===== src/rtl/rx_capture_ctrl.sv =====
// rx_capture_ctrl: skips pipeline-fill samples, then drives the result memory write port for a programmed word count.
module rx_capture_ctrl #(
  parameter int PARAM_SKIP = 3
) (
  input  logic        MEM_CLK,
  input  logic        MEM_RESET,
  input  logic        CAP_START,
  input  logic        CAP_ABORT,
  input  logic [9:0]  CAP_LEN,
  input  logic        RES_VALID,
  input  logic [31:0] RES_DATA,
  output logic [8:0]  MEM_ADDR,
  output logic        MEM_WREN,
  output logic [31:0] MEM_DATA,
  output logic        CAP_BUSY,
  output logic        CAP_DONE,
  output logic [9:0]  CAP_COUNT,
  output logic [15:0] CAP_DROPPED
);
  typedef enum logic [1:0] {IDLE, SKIP, CAPTURE, DONE} state_t;
  state_t r_state, w_next;
  logic [9:0] r_len, w_len;
  logic [3:0] r_skip;
  logic w_start, w_fin, w_wr, w_drop, w_skip_last;
  assign w_len = CAP_LEN > 10'd512 ? 10'd512 : CAP_LEN;
  assign w_start = CAP_START && !CAP_ABORT && (r_state == IDLE || r_state == DONE);
  // Final word already written; DONE is entered on the following edge so BUSY/DONE trail the last write.
  assign w_fin = r_state == CAPTURE && CAP_COUNT == r_len;
  assign w_wr = r_state == CAPTURE && !w_fin && RES_VALID && !CAP_ABORT;
  assign w_drop = ((r_state == DONE && !w_start) || w_fin) && RES_VALID && !CAP_ABORT;
  assign w_skip_last = r_skip == 4'(PARAM_SKIP - 1);
  always_ff @(posedge MEM_CLK or posedge MEM_RESET)
    if (MEM_RESET) r_state <= IDLE;
    else r_state <= w_next;
  always_comb begin
    w_next = r_state;
    if (CAP_ABORT) w_next = IDLE;
    else if (w_start) w_next = w_len == 10'd0 ? DONE : PARAM_SKIP > 0 ? SKIP : CAPTURE;
    else if (r_state == SKIP && RES_VALID && w_skip_last) w_next = CAPTURE;
    else if (w_fin) w_next = DONE;
  end
  always_ff @(posedge MEM_CLK or posedge MEM_RESET)
    if (MEM_RESET) begin
      MEM_ADDR <= '0;
      MEM_WREN <= 1'b0;
      MEM_DATA <= '0;
      CAP_BUSY <= 1'b0;
      CAP_DONE <= 1'b0;
      CAP_COUNT <= '0;
      CAP_DROPPED <= '0;
      r_len <= '0;
      r_skip <= '0;
    end else begin
      MEM_WREN <= w_wr;
      CAP_BUSY <= w_next == SKIP || w_next == CAPTURE;
      CAP_DONE <= w_next == DONE;
      if (w_start) begin
        r_len <= w_len;
        r_skip <= '0;
        CAP_COUNT <= '0;
        CAP_DROPPED <= '0;
      end
      if (r_state == SKIP && RES_VALID && !CAP_ABORT) r_skip <= r_skip + 4'd1;
      if (w_wr) begin
        MEM_ADDR <= CAP_COUNT[8:0];
        MEM_DATA <= RES_DATA;
        CAP_COUNT <= CAP_COUNT + 10'd1;
      end
      if (w_drop && CAP_DROPPED != 16'hFFFF) CAP_DROPPED <= CAP_DROPPED + 16'd1;
    end
endmodule


===== config.mk =====
export PLATFORM = sky130hd
export DESIGN_NAME = rx_capture_ctrl
export DESIGN_NICKNAME = d
export VERILOG_FILES = /design/src/rtl/rx_capture_ctrl.sv
export SDC_FILE = /design/constraint.sdc
export NUM_CORES = 1
export LEC_CHECK = 0
export CAP_MARGIN = 0
export CORE_ASPECT_RATIO = 1.25
export CORE_UTILIZATION = 51
export CTS_CLUSTER_SIZE = 25
export DETAILED_ROUTE_END_ITERATION = 6
export MAX_ROUTING_LAYER = met4
export PLACE_DENSITY = 0.95
export SETUP_SLACK_MARGIN = 0.05
export SYNTH_ARGS = -nofsm -noshare
export SYNTH_HDL_FRONTEND = slang
export SYNTH_SLANG_ARGS = --single-unit

===== constraint.sdc =====
create_clock -name MEM_CLK -period 5.7 [get_ports MEM_CLK]
set_input_delay 0.57 -clock MEM_CLK [delete_from_list [all_inputs] [get_ports MEM_CLK]]
set_output_delay 0.57 -clock MEM_CLK [all_outputs]
set_load 0.05 [all_outputs]

==> results.txt <==
Status: completed
Comb pwr share: 44.3%
Worst r2r src: CAP_COUNT[0]
Top Ports: 117
Syn Nets: 412
Synth top area share: 53.1%
Slew Limit Fails: 0
Share of power burned in registers: 37.0%
Seq/Total Area, Yosys: 53.1%
Largest net degree at the start of global routing: 87
GRT Overall Usage: 24.0%
Int Power: 1.33 mW
Syn_area_per_cell: 11.4 um^2
Setup TNS: 0 ns
Post-route non-filler standard cell count: 571
Reg2reg path depth: 7
Full die area: 0.00831 mm^2
P_sw: 0.959 mW
Primary FF master, synth: dfrtp_1
Type of the worst min-delay path: reg -> reg
DP HPWL: 6660 um
Most frequent cells in the layout: 116 x clkdlybuf4s50_1, 86 x dfrtp_1, 42 x mux2_2
Most common cell after layout, fill and taps aside: clkdlybuf4s50_1
Worst slew pin tran: 1.05 ns
FF+latch area: 0.00215 mm^2
Mapped Cells: 357
Post-synthesis async set-or-reset flop share: 100%
Critical Path Fanout Max: 60
Post_cts resized: 0
Global-route wire length before repair: 14,500 um
Initial antenna violation count: 0
Final net count: 526
Crit start category: input port
Unique cell type count in the Yosys netlist: 44
Setup crit end kind: register
Clock root cell: clkbuf_8
Post-route ant nets: 0
P&R area growth vs syn: 34.8%
Synth Register Bits: 86
Clk_lat worst skew: 0.36 ns
Final setup vio count: 0
Initial DRT Pass Iterations: 6
Starting Density: 52.3%
DP Area: 0.00527 mm^2
Min Tclk post-route: 2.46 ns
Hold Vio Cnt, Final: 0
Vias: 3,211
Layout cells sized above 1: 15.5%
DP Cell Count: 555
Remaining DRCs: 0
Area occupied by multi-input gates: 0.00179 mm^2
ANT cells: 0
Routability-driven placement congestion ratio: 0.828
Die H: 102 um
Sink Count: 86
Die W: 81.7 um
Core area: 0.00775 mm^2
Postcts setup bufs: 0
Relative slew slack: 30.1%
TritonCTS clock tree: built
Via density: 5.62
Worst-path clk slew: 0.09 ns
Fmax: 407 MHz
WP data required: 5.94 ns
Dpl ws: 2.88 ns
CTS max path bufs: 2
Fin worst setup slack: 3.24 ns
Clock power frac: 18.7%
PwrDens: 419 mW/mm^2
Max Cap Viol: 0
I/O Buffers: 116
Critical path arrival: 2.70 ns
Syn. warnings: 0
H-tree Lvls: 3
Post-route cell area: 0.00547 mm^2
Hold_sp: r_len[7]
Cell taking the most area after synthesis: dfrtp_1
Unrepaired setup endpoints after global routing: no
Row Count: 36
Fin crit share: 43.1%
R2r endpoint: CAP_COUNT[4]
Overflow after GRT: 0
Reg2reg setup slack: 3.26 ns
DR WL/cell: 16.1 um
Hold-critical path depth: 2
Post-synth EDFFs: 0
Area contributors post-synth: dfrtp_1 53%, mux2_2 12%, nand2_1 3.6%, o211ai_1 2.6%, o21ai_0 2.6%
Peak supply drop: 0.351 mV
Clock buffer count from CTS: 9
Clock Skews: 0.00563 ns
Hold WS: 0.503 ns
Crit Path Class: in -> reg
Leak Pwr: 2.34 nW
1st-iter DRT viols: 174
Filler instances: 560
Sw Ratio: 41.8%
Vias in the first global route: 3,152
Synthesized area: 0.00405 mm^2
Quantity of hold-fixing buffers added after cts: 0
Hold EP: r_len[7]
Total length of routed wires: 9200 um
## logic make-up after synthesis
group / Yosys count / share of synthesized area, %
and+or+nand+nor: 114 / 15.2
DFF: 86 / 53.1
AOI/OAI and AO/OA: 70 / 11.8
muxes: 43 / 11.9
buffers and inverters: 23 / 2.78
xor gates and xnor gates: 13 / 2.81
adders and majority gates: 8 / 2.47
## worst max path at each step
stage | cells after the start | to | startpoint | slack, ns
6_report | 7 | CAP_COUNT[4] | CAP_ABORT | 3.24
5_1_grt | 7 | CAP_COUNT[2] | CAP_COUNT[1] | 3.07
4_1_cts | 7 | CAP_COUNT[2] | CAP_ABORT | 3.27
3_5_place_dp | 7 | CAP_COUNT[2] | CAP_ABORT | 2.88
3_3_place_gp | 6 | CAP_COUNT[0] | CAP_ABORT | 3.03
2_1_floorplan | 1 | CAP_BUSY | MEM_RESET | 2.91
## worst max-delay path, stage by stage
cell and delay (ns):
clkdlybuf4s50_1 0.49, nand3b_1 0.28, a31oi_4 0.17, buf_4 0.55
nor2_1 0.26, o21ai_0 0.25, o21ai_0 0.11
## power groups by stage
stage          clock network [mW]  registers [mW]  logic, mW
4_1_cts                     0.438           0.851       1.03
3_5_place_dp                    0           0.864       1.02
5_1_grt                     0.461           0.869       1.07
6_report                    0.428           0.848       1.02
2_1_floorplan                   0            1.29      0.241
3_3_place_gp                    0           0.852      0.998
## cells in the mapped netlist (7+ instances only)
cell type	count
dfrtp_1	86
ha_1	8
inv_1	8
mux2_2	42
nand2_1	39
nand3_1	14
nand3b_1	7
nand4_1	7
nor2_1	15
o211ai_1	14
o21ai_0	21
o31ai_1	10
xor2_1	10
## per-layer routing
metal	global-route usage, %	vias up	part of all wire (%)
li1	-	1518	-
met2	40.8	105	53
met3	5.32	23	5.4
met4	9.72	0	2.1
met5	-	-	0
met1	26.9	1565	40
## area by class of cell
type / count / area share [%]
flip-flops and latches: 86 / 39.4
multi-input cells: 248 / 32.7
repair buffers: 118 / 21.5
clock buffers: 9 / 2.27
well taps: 95 / 2.17
clock inverters: 7 / 1.37
inverters: 8 / 0.572
## metrics by stage
stage | utilization, % | total power [mW]
floorplan | - | 1.53
global placement | 68.0 | 1.85
detailed placement | 68.0 | 1.89
CTS | 70.6 | 2.31
global route | 70.6 | 2.40
finish | 70.6 | 2.29
## state kept, by name, indices dropped and copies added, names as in the netlist
| register | flops |
|---|---|
| MEM_WREN | 1 |
| r_len | 10 |
| r_state | 2 |
| CAP_BUSY | 1 |
| r_skip | 4 |
| CAP_COUNT | 10 |
| MEM_ADDR | 9 |
| CAP_DROPPED | 16 |
| MEM_DATA | 32 |
| CAP_DONE | 1 |
(Power assumes the default switching activity.)
